`src/rtl/pro_pkg.sv`:
```
// pro_pkg: shared PE-array widths, result vector type and packed-word layout
`ifndef PRO_WIDTH
`define PRO_WIDTH 8
`endif
`ifndef PRO_PARALLEL
`define PRO_PARALLEL 4
`endif
package pro_pkg;
  localparam int PACK_GROUPS_DEF = 8;
  localparam int GRP_W_DEF = $clog2(PACK_GROUPS_DEF + 1);
  typedef logic signed [`PRO_PARALLEL-1:0][`PRO_WIDTH-1:0] pro_vec_t;
  typedef struct packed {
    logic [`PRO_PARALLEL*PACK_GROUPS_DEF-1:0] data;
    logic [GRP_W_DEF-1:0] groups;
  } pack_word_t;
  function automatic logic [`PRO_PARALLEL-1:0] binarize(
    input pro_vec_t v,
    input pro_vec_t t,
    input logic [`PRO_PARALLEL-1:0] f
  );
    logic [`PRO_PARALLEL-1:0] b;
    for (int i = 0; i < `PRO_PARALLEL; i++)
      b[i] = ($signed(v[i]) >= $signed(t[i])) ^ f[i];
    return b;
  endfunction
endpackage

```
`src/rtl/pro_bin_fifo.sv`:
```
// pro_bin_fifo: output word FIFO that accepts push and pop together even when full
module pro_bin_fifo #(
  parameter int W = 8,
  parameter int DEPTH = 2
) (
  input  logic         clk,
  input  logic         rst,
  input  logic         push,
  input  logic [W-1:0] wdata,
  input  logic         pop,
  output logic [W-1:0] rdata,
  output logic         valid,
  output logic         full
);
  localparam int AW = $clog2(DEPTH);
  localparam int CW = AW + 1;
  logic [W-1:0] mem [DEPTH];
  logic [AW-1:0] wp, rp;
  logic [CW-1:0] cnt;
  logic wr, rd;
  // A full FIFO still takes a word when the head leaves in the same cycle
  always_comb begin
    wr = push && (!full || pop);
    rd = pop && valid;
    valid = cnt != '0;
    full = cnt == CW'(DEPTH);
    rdata = mem[rp];
  end
  // Storage, pointers and occupancy
  always_ff @(posedge clk or posedge rst) begin
    if (rst) begin
      for (int i = 0; i < DEPTH; i++) mem[i] <= '0;
      wp <= '0;
      rp <= '0;
      cnt <= '0;
    end else begin
      if (wr) begin
        mem[wp] <= wdata;
        wp <= wp + AW'(1);
      end
      if (rd) rp <= rp + AW'(1);
      cnt <= cnt + CW'(wr) - CW'(rd);
    end
  end
endmodule

```
`src/rtl/pro_bin_pack.sv`:
```
// pro_bin_pack: binarizes PE results against BN thresholds and packs groups into words
`ifndef PRO_WIDTH
`define PRO_WIDTH 8
`endif
`ifndef PRO_PARALLEL
`define PRO_PARALLEL 4
`endif
module pro_bin_pack
  import pro_pkg::*;
#(
  parameter int PACK_GROUPS = PACK_GROUPS_DEF,
  parameter int FIFO_DEPTH = 2
) (
  input  logic                                       clk,
  input  logic                                       rst,
  input  pro_vec_t                                   pro_out,
  input  logic                                       pro_last,
  input  pro_vec_t                                   thr,
  input  logic [`PRO_PARALLEL-1:0]                   thr_flip,
  input  logic                                       flush,
  output logic [`PRO_PARALLEL*PACK_GROUPS-1:0]       out_data,
  output logic [$clog2(PACK_GROUPS+1)-1:0]           out_groups,
  output logic                                       out_valid,
  input  logic                                       out_ready,
  output logic                                       ovf,
  input  logic                                       clr_ovf
);
  localparam int P = `PRO_PARALLEL;
  localparam int PW = P * PACK_GROUPS;
  localparam int GW = $clog2(PACK_GROUPS + 1);
  logic [P-1:0] bits;
  logic [PW-1:0] pack_q, merged;
  logic [GW-1:0] grp_cnt, cnt_next;
  logic [PW+GW-1:0] rdata;
  logic push, pop, full;
  // Merge the incoming group into the pack register; a word leaves on completion or flush
  always_comb begin
    bits = binarize(pro_out, thr, thr_flip);
    merged = pack_q;
    if (pro_last) merged[grp_cnt*P +: P] = bits;
    cnt_next = grp_cnt + GW'(pro_last);
    push = (pro_last && cnt_next == GW'(PACK_GROUPS)) || (flush && cnt_next != '0);
    pop = out_valid && out_ready;
    {out_data, out_groups} = rdata;
  end
  // Pack register and group counter clear on every push, dropped or not
  always_ff @(posedge clk or posedge rst) begin
    if (rst) begin
      pack_q <= '0;
      grp_cnt <= '0;
    end else if (push) begin
      pack_q <= '0;
      grp_cnt <= '0;
    end else if (pro_last) begin
      pack_q <= merged;
      grp_cnt <= cnt_next;
    end
  end
  // Sticky overflow; a new drop wins over a clear in the same cycle
  always_ff @(posedge clk or posedge rst) begin
    if (rst) ovf <= 1'b0;
    else if (push && full && !pop) ovf <= 1'b1;
    else if (clr_ovf) ovf <= 1'b0;
  end
  pro_bin_fifo #(.W(PW + GW), .DEPTH(FIFO_DEPTH)) u_fifo (
    .clk(clk),
    .rst(rst),
    .push(push),
    .wdata({merged, cnt_next}),
    .pop(pop),
    .rdata(rdata),
    .valid(out_valid),
    .full(full)
  );
endmodule
```
`config.mk`:
```
export PLATFORM = sky130hd
export DESIGN_NAME = pro_bin_pack
export DESIGN_NICKNAME = d
export VERILOG_FILES = /design/src/rtl/pro_pkg.sv /design/src/rtl/pro_bin_fifo.sv /design/src/rtl/pro_bin_pack.sv
export SDC_FILE = /design/constraint.sdc
export NUM_CORES = 1
export LEC_CHECK = 0
export BUFFER_PORTS_ARGS = -buffer_cell sky130_fd_sc_hd__buf_2
export CAP_MARGIN = 20
export CELL_PAD_IN_SITES_DETAIL_PLACEMENT = 1
export CELL_PAD_IN_SITES_GLOBAL_PLACEMENT = 1
export CORE_AREA = 2 2 124 126
export DETAILED_ROUTE_END_ITERATION = 6
export DIE_AREA = 0 0 126 128
export PLACE_DENSITY = 0.83
export SLEW_MARGIN = 20
export SYNTH_ARGS = -nofsm -noshare
export SYNTH_HDL_FRONTEND = slang
export SYNTH_HIERARCHICAL = 1
export SYNTH_SLANG_ARGS = --single-unit
```
`constraint.sdc`:
```
create_clock -name clk -period 3.2 [get_ports clk]
set_input_delay 0.16 -clock clk [delete_from_list [all_inputs] [get_ports clk]]
set_output_delay 0.16 -clock clk [all_outputs]
set_load 0.02 [all_outputs]
```
* Word level (Yosys, flattened, before mapping) *
Index checks and enable logic that the tools add are counted.

cells by class
  add/sub/neg operators = 6
  order comparisons = 7
  equality and inequality tests = 2
  shift-type cells = 2
  muxes and demuxes = 14
  bitwise gates (word level) = 6
  reduce and logical (&&, ||, !) cells = 16

operators by type and width
  kind                                                        number
  two-way mux 36 bit                                          4
  two-way mux 32 bit                                          3
  bitwise mux 72 bit                                          1
  demux 36 bit (select 1 bit)                                 1
  negator 6 -> 34 bit                                         1
  variable shift 4 x 34 -> 32 bit, first input constant       1
  variable part select 4 x 34 -> 32 bit                       1
  bitwise mux 32 bit                                          1
  >= comparator 8 bit                                         4
  logical AND 1 bit                                           8
  two-way mux 4 bit                                           2
  nonzero test 2 bit                                          3
  adder 4 x 1 -> 4 bit                                        1
  equality test 4 bit, second input constant                  1
  >= comparator 2 bit, second input constant                  2
  inverter 1 -> 2 bit                                         2
  nonzero test 4 bit                                          1
  bitwise XOR 1 bit                                           4
  adder 1 bit, second input constant                          2
  adder 2 x 1 -> 2 bit                                        1
  equality test 2 bit, second input constant                  1
  zero test 1 bit                                             2
  logical OR 1 bit                                            2
  less-than comparator 2 x 1 -> 1 bit, second input constant  1
  other kinds (2)                                             3

word-level totals
  register bits = 113
  bits of input ports = 74
  output and inout bits = 38
  logic and storage cells = 61

* Longest topological paths before layout *
Gate-level depths: netlist (run 1).

  depth after elaboration = 7
  depth in mapped cells = 13
  gate-level depth less buffers = 12

* Modules after synthesis *
Netlist (run 1), hierarchy kept.

by module, submodules not included
  module        times used  cells an instance  area each (µm²)  seq. area each (µm²)
  pro_bin_fifo  1           211                3,458.3          1,901.8
  pro_bin_pack  1           342                3,074.2          925.9

* Worst setup path before layout (run 1) *
OpenSTA, ideal clock, no wires.

  path kind = register to register
  from = register grp_cnt[0]
  to = register u_fifo.cnt[1]
  library setup time = 0.123 ns
  arrival = 2.689 ns
  setup slack = 0.389 ns
  stages on the path, launching flop included = 14
  path buffers = 1
  path through = dfrtp_1 ha_1 ha_1 xor2_1 nor4b_1 o22ai_2 inv_2 buf_2 nand2_1 ha_1 inv_1 ha_1 xnor2_1 xnor2_1

between the ends
  word-level cells in the longest chain between the ends = 7
  elaborated cells on any way between the ends = 9
  those cells by class = 3 x add/sub; 1 x eq/ne; 5 x reduce/logical

RTL lines
  element                                                           line                source
  from (decl)                                                       pro_bin_pack.sv:33  logic [GW-1:0] grp_cnt, cnt_next;
  from (signal assigned)                                            pro_bin_pack.sv:56  grp_cnt <= cnt_next;
  adder 4 x 1 -> 4 bit (*)                                          pro_bin_pack.sv:41  cnt_next = grp_cnt + GW'(pro_last);
  net cnt_next[2]                                                   pro_bin_pack.sv:33
  equality test 4 bit / nonzero test 4 bit (equally long branches)  pro_bin_pack.sv:42  push = (pro_last && cnt_next == GW'(PACK_GROUPS)) || (flush && cnt_next != '0);
  logical AND 1 bit                                                 pro_bin_pack.sv:42
  logical OR 1 bit (*)                                              pro_bin_pack.sv:42
  net push                                                          pro_bin_pack.sv:35  logic push, pop, full;
  logical AND 1 bit (*)                                             pro_bin_fifo.sv:23  wr = push && (!full || pop);
  adder 2 x 1 -> 2 bit (*)                                          pro_bin_fifo.sv:42  cnt <= cnt + CW'(wr) - CW'(rd);
  subtractor 2 x 1 -> 2 bit (*)                                     pro_bin_fifo.sv:42
  to (signal assigned)                                              pro_bin_fifo.sv:42
  to (decl)                                                         pro_bin_fifo.sv:19  logic [CW-1:0] cnt;

Mark *: on every way through the listed nets, which the timed path passes. The rest lies on a longest branch.
A chain may end at the register's enable or synchronous reset.

* Final worst setup path (run 1) *
  from = register grp_cnt[0]
  to = register u_fifo/mem[2] (netlist name)

between the ends
  word-level cells in the longest chain between the ends = 5
  elaborated cells on any way between the ends = 8
  those cells by class = 1 x add/sub; 1 x eq/ne; 1 x mux; 5 x reduce/logical

RTL lines
  element                                                           line                source
  adder 4 x 1 -> 4 bit (*)                                          pro_bin_pack.sv:41
  net cnt_next[2]                                                   pro_bin_pack.sv:33
  equality test 4 bit / nonzero test 4 bit (equally long branches)  pro_bin_pack.sv:42
  logical AND 1 bit                                                 pro_bin_pack.sv:42
  logical OR 1 bit                                                  pro_bin_pack.sv:42
  logical AND 1 bit                                                 pro_bin_fifo.sv:23
  to (signal, indexed assignment)                                   pro_bin_fifo.sv:38  mem[wp] <= wdata;
  to (decl)                                                         pro_bin_fifo.sv:17  logic [W-1:0] mem [DEPTH];

Marks and branches as above.

==> results of run 1 <==
## worst max-delay path, cell delays in order (launching register included)
cell,delay (ns)
dfrtp_1,0.38
ha_1,0.21
ha_1,0.21
xor2_1,0.21
nor4b_1,0.35
o22ai_2,0.15
inv_2,0.10
and3_2,0.20
buf_12,0.29
mux2_2,0.39
## metrics by stage
stage                     worst slack (ns)  cell area, um2  hold slack, ns
final                                0.562            7890          0.0710
after global routing                 0.375            7890          0.0850
after CTS                            0.546            7890          0.0608
after detailed placement             0.525            7270           0.303
after global placement               0.638            7270           0.273
after floorplan                      0.389            6530           0.264
## per-layer routing
layer	track usage	wire length, um
met5	0	0
met4	0.0659	205
met3	0.0576	644
met2	0.387	8730
met1	0.246	6710
## power by group
part           leakage, nW  switching, mW  internal (mW)
sequential            1.56          0.136           1.57
combinational         2.26           1.13          0.845
clock                0.290          0.658           1.26
## logic make-up after synthesis
logic type | count (synthesis) | synth area share
fa+ha+maj | 40 | 0.0766
flops | 113 | 0.433
mux | 110 | 0.206
compound gates | 95 | 0.103
xor+xnor | 12 | 0.0230
simple gates | 111 | 0.102
buf+inv | 72 | 0.0569
## flip-flops by register name, indices dropped and copies added (netlist names)
| signal | flops |
|---|---|
| u_fifo/mem | 72 |
| pack_q | 32 |
| grp_cnt | 4 |
| u_fifo/cnt | 2 |
| ovf | 1 |
| u_fifo/rp | 1 |
| u_fifo/wp | 1 |
## cell usage after synthesis (6+ instances only)
library cell,count
nand4_1,8
mux2_4,30
buf_2,12
ha_1,40
nand2b_4,6
nand2_1,39
o22ai_1,24
o31ai_1,12
nor2_1,10
o21ai_0,29
dfrtp_1,113
nor2b_1,7
mux2_2,78
inv_1,45
## layout make-up
class / count / area (um2)
Inverter: 46 / 173
Tap cell: 188 / 235
Multi-Input combinational cell: 368 / 3330
Clock buffer: 22 / 464
Timing Repair Buffer: 129 / 721
Sequential cell: 113 / 2830
Clock inverter: 10 / 134
Fill cell: 1627 / 6980
## final timing paths
kind / slack (ns) / endpoint / from
max: 0.56 / u_fifo/mem[2] / grp_cnt[0]
min: 0.07 / grp_cnt[3] / flush
max reg2reg: 0.56 / u_fifo/mem[2] / grp_cnt[0]
min reg2reg: 0.48 / u_fifo/wp / u_fifo/wp
max in group asynchronous: 1.99 / u_fifo/mem[31] / rst
min in group asynchronous: 0.40 / u_fifo/mem[47] / rst
==> metrics.md, run 1 <==
| Metric | Value |
|---|---|
| Outcome | `completed` |
| Placer Congestion | `0.769` |
| Top cells by area, synth | `dfrtp_1 43%, mux2_2 13%, ha_1 7.7%` |
| Syn Std Cell Area | `6530 um2` |
| Synth async-reset ratio | `1.00` |
| Clock Skew | `0.00721 ns` |
| Post-layout nets | `789` |
| Cts hold-fix bufs | `2` |
| Critical path class | `reg2reg` |
| Worst EP required | `3.49 ns` |
| Initial antenna violation count | `0` |
| Startpoint Class | `register` |
| Final design utilization | `0.531` |
| PortBufs | `111` |
| First-pass GRT wire length | `27.3 mm` |
| DP Wirelength | `11.7 mm` |
| Post-route DRC | `0` |
| Post CTS Setup Buffer Count | `0` |
| Critical Path End Type | `register` |
| Initial Utilization | `0.439` |
| Synth top area share | `0.433` |
| FP Rows | `45` |
| CP arrival | `2.93 ns` |
| Antenna viol nets, final | `0` |
| Die X | `126 um` |
| # clock sinks | `113` |
| Largest net degree at the start of global routing | `38` |
| Commonest cells after routing, fill and taps aside | `113 x dfrtp_1, 111 x buf_2, 78 x mux2_2, 44 x inv_1, 40 x ha_1` |
| Drt pass-1 iters | `4` |
| CTS tree | `built` |
| Total track usage | `0.213` |
| Post-synth EDFFs | `0` |
| Final setup violation count | `0` |
| Least-Margin Pin Slew | `0.920 ns` |
| R2r worst-path depth | `9` |
| Area Growth Syn to Fin | `20.8%` |
| Synth Area per Inst | `11.8 um2` |
| Clock slew at reported path FFs | `0.05 ns` |
| Fin crit period | `2.64 ns` |
| Leakage power | `4.10 nW` |
| Synth Instances | `553` |
| Layout cell share with drive strength beyond 1 | `0.432` |
| Post-synthesis cell type count | `54` |
| Slew margin rel. | `0.387` |
| Maximum clock insertion buffer count | `2` |
| Root buf cell | `clkbuf_16` |
| Grt ovf | `0` |
| Register area share after synthesis | `0.433` |
| RSZ-0062 raised after global routing | `no` |
| Clock insertion delay at the later pin of the skew report | `0.42 ns` |
| DRT Wirelength | `16.3 mm` |
| Final period util | `0.824` |
| Final Hold Fails | `0` |
| Synthesis Warnings | `6` |
| Num CTS Buffers | `17` |
| Worst Path Max Fanout | `36` |
| Drt wl/cell | `18.6 um` |
| Tot Pwr | `5.60 mW` |
| Fin cells | `876` |
| Max Cap Violations | `0` |
| Initial DRC Count | `230` |
| Fmax | `0.379 GHz` |
| Slew Viols, Final | `0` |
| Via density | `5.47` |
| Number of global-route vias before repair | `5430` |
| Hold crit path type | `in2reg` |
| Flip-flop and latch count after synthesis | `113` |
| Post_cts resized | `0` |
| Most area-hungry cell type in the Yosys netlist | `dfrtp_1` |
| Placed insts | `842` |
| IO Count | `112` |
| Number of diodes | `0` |
| Htree depth | `4` |
| Vias after detailed routing | `4795` |
| IR drop worst, VDD | `0.561 mV` |
| Power Dens Cells | `710 nW/um2` |
| Commonest non-fill, non-tap cell in the layout | `dfrtp_1` |
| Core Area | `14900 um2` |
| Die Ht | `128 um` |
| Setup TNS | `0 ns` |
| Ys flop type | `dfrtp_1` |
| Hold Path Depth | `3` |
| Die area | `16100 um2` |
| Post-synth net total | `667` |
No activity file was read; power rests on OpenSTA's default activity.
==> inputs of run 2 (changes only) <==
- CORE_AREA: 2 2 124 126 -> 2 2 130 132
- DIE_AREA: 0 0 126 128 -> 0 0 132 134
- PLACE_DENSITY: 0.83 -> 0.8
- clock period: 3.2 -> 2.4 ns (I/O delays scaled with it)
==> metrics.md, run 2 (same netlist as run 1, synthesis figures left out) <==
| Metric | Value |
|---|---|
| Commonest non-fill, non-tap cell in the layout | `dfrtp_1` |
| Cell family with most CP delay | `simple AND/OR/NAND/NOR gates` |
| # clock sinks | `113 (unchanged)` |
| Number of global-route vias before repair | `5842 (+7.6%)` |
| Fin crit period | `2.63 ns (-0.00644 ns)` |
| Initial antenna violation count | `0 (unchanged)` |
| IO Count | `112 (unchanged)` |
| Worst Path Max Fanout | `5 (-86%)` |
| Hold Path Depth | `3 (unchanged)` |
| Combinational share of power | `0.446 (+0.093)` |
| Critical Path End Type | `register` |
| Vias after detailed routing | `5132 (+7.0%)` |
| CP arrival | `2.93 ns (about the same)` |
| Leakage power | `4.49 nW (+9.4%)` |
| Initial Utilization | `0.401 (-0.0384)` |
| Commonest cells after routing, fill and taps aside | `112 x dfrtp_1, 111 x buf_2, 69 x mux2_4, 43 x inv_1, 39 x mux2_2` |
| Clock slew at reported path FFs | `0.05 ns (about the same)` |
| Drt wl/cell | `21.6 um (+16%)` |
| RSZ-0062 raised after global routing | `yes` |
| Slew Viols, Final | `0 (unchanged)` |
| Bufs and invs on worst path | `3 (+1)` |
| Final Worst Setup Slack | `-0.232 ns (-0.794 ns)` |
| Largest reg by FF count | `u_fifo/mem` |
| CTS tree | `built` |
| Final period util | `1.10 (+0.272)` |
| Final design utilization | `0.534 (+0.00327)` |
| Final setup violation count | `76 (+76)` |
| Least-Margin Pin Slew | `0.515 ns (-0.405 ns)` |
| Max incr delay on CP | `0.43 ns (+0.04 ns)` |
| Seq pwr share | `0.252 (-0.053)` |
| Antenna viol nets, final | `0 (unchanged)` |
| Fin cells | `940 (+7.3%)` |
| Startpoint Class | `register` |
| Core Area | `16300 um2 (+9.6%)` |
| Placed insts | `888 (+5.5%)` |
| Clock power frac | `0.302 (-0.040)` |
| Clock Skew | `0.00653 ns (-0.000679 ns)` |
| DRT Wirelength | `20.3 mm (+24%)` |
| Number of diodes | `0 (unchanged)` |
| Worst reg2reg setup slack | `-0.23 ns (-0.79 ns)` |
| IR drop worst, VDD | `0.626 mV (+12%)` |
| FF-to-FF Start | `grp_cnt[0]` |
| Num CTS Buffers | `17 (unchanged)` |
| Max reg flops | `72 (unchanged)` |
| Critical-path top delay cell | `dfrtp_2` |
| Area Growth Syn to Fin | `33.2%` |
| Hold Path End | `ovf` |
| PortBufs | `111 (unchanged)` |
| Setup TNS | `-12.07 ns (-12.07 ns)` |
| Largest registers | `u_fifo/mem: 72 flops, pack_q: 32 flops, grp_cnt: 4 flops` |
| Die area | `17700 um2 (+9.7%)` |
| R2r worst-path depth | `10 (+1)` |
| Most used cell, CP | `ha_4` |
| Fmax | `0.380 GHz (+0.24%)` |
| Final Hold Fails | `0 (unchanged)` |
| Root buf cell | `clkbuf_16` |
| Crit-path cells | `ha_4, ha_4, xor2_4, or3_4, o22ai_4, inv_2, and3_4, buf_12, buf_16, mux2_4` |
| Hold crit path type | `in2reg` |
| Critical path class | `reg2reg` |
| Pint | `5.73 mW (+56%)` |
| Outcome | `finished, violations left` |
| Die Ht | `134 um (+4.7%)` |
| Placer Congestion | `0.835 (+8.6%)` |
| Hold Path Origin | `out_ready` |
| Sw frac | `0.353 (+0.00897)` |
| Post-route DRC | `0 (unchanged)` |
| Total track usage | `0.227 (+0.0133)` |
| Layout cell share with drive strength beyond 1 | `0.481 (+0.0489)` |
| RR Endpoint | `u_fifo/mem[29]` |
| Post-layout nets | `821 (+4.1%)` |
| Max Cap Violations | `0 (unchanged)` |
| FP Rows | `47 (+4.4%)` |
| Htree depth | `4 (unchanged)` |
| First-pass GRT wire length | `31.3 mm (+15%)` |
| Slew margin rel. | `0.648 (+0.261)` |
| Via density | `5.46 (-0.26%)` |
| Sw Pwr | `3.13 mW (+62%)` |
| Maximum clock insertion buffer count | `2 (unchanged)` |
| Die X | `132 um (+4.8%)` |
| Worst EP required | `2.70 ns (-0.79 ns)` |
| Drt pass-1 iters | `4 (unchanged)` |
| Clock insertion delay at the later pin of the skew report | `0.42 ns (about the same)` |
| Power Dens Cells | `1020 nW/um2 (+44%)` |
| Largest net degree at the start of global routing | `38 (unchanged)` |
| Violated checks | `negative setup slack` |
| Initial DRC Count | `248 (+7.8%)` |
| Fill count | `1702 (+4.6%)` |
| Grt ovf | `0 (unchanged)` |
| DP Wirelength | `12.4 mm (+6.1%)` |
==> run 2: cell types whose count changed in the layout (fill, tap and decap cells not counted), sizes merged <==
cell,previous run,this run
buf,127,157
bufinv,3,4
nand3,5,6
==> run 2: worst reg2reg max path, cell delays in order, from the launching register on <==
cell,delay [ns]
dfrtp_2,0.43
ha_4,0.18
ha_4,0.18
xor2_4,0.20
or3_4,0.43
o22ai_4,0.19
inv_2,0.08
and3_4,0.22
buf_12,0.15
buf_16,0.15
mux2_4,0.30
==> run 2: worst max path at each step <==
stage	startpoint	end	slack, ns	depth (start not counted)
2_1_floorplan	grp_cnt[0]	u_fifo/mem[10]	-0.24	11
3_3_place_gp	grp_cnt[0]	u_fifo/mem[49]	-0.04	9
3_5_place_dp	grp_cnt[0]	u_fifo/mem[70]	-0.13	9
4_1_cts	grp_cnt[0]	u_fifo/mem[41]	-0.14	11
5_1_grt	grp_cnt[0]	u_fifo/mem[26]	-0.27	10
6_report	grp_cnt[0]	u_fifo/mem[29]	-0.23	10
==> run 2: per-stage QoR <==
step	total power, mW	worst slack [ns]	hold WS (ns)	instance area, um2
after global routing	9.23	-0.272	0.0649	8700
after global placement	5.09	-0.0374	0.153	7640
final	8.86	-0.232	0.0469	8700
after CTS	8.59	-0.144	0.0476	8570
after detailed placement	5.28	-0.133	0.175	7640
after floorplan	4.55	-0.241	0.224	6710
==> run 2: cell type report <==
type / count / area, um2 / share of cell area
multi-input cells: 369 / 3630 / 0.418
inverters: 46 / 173 / 0.0199
clock buffers: 21 / 460 / 0.0529
flip-flops and latches: 113 / 2830 / 0.325
clock inverters: 11 / 160 / 0.0184
well taps: 220 / 275 / 0.0316
repair buffers: 160 / 1170 / 0.134
==> run 2: repair_timing <==
action                                  in CTS  in global routing
hold endpoints to repair                    58                  0
endpoints found under the setup margin      70                 91
hold buffers                                 2                  0
buffers inserted                             7                  8
pin swaps                                    0                  6
gates cloned                                 5                  2
resized for setup                           19                 21
==> run 2: routing by layer <==
metal	vias to the layer above	global-route usage	part of all wire	wire length, um
met5	-	0	0	0
met3	47	0.0514	0.043	881
li1	2295	-	-	-
met2	150	0.409	0.54	10900
met4	0	0.0978	0.025	515
met1	2640	0.258	0.39	8010
==> run 2: power by group through the flow <==
| stage | clock (mW) | sequential [mW] | combinational (mW) |
|---|---|---|---|
| floorplan | 0 | 2.23 | 2.32 |
| global placement | 0 | 2.23 | 2.87 |
| detailed placement | 0 | 2.25 | 3.03 |
| CTS | 2.71 | 2.22 | 3.66 |
| global route | 2.80 | 2.25 | 4.19 |
| finish | 2.67 | 2.24 | 3.95 |
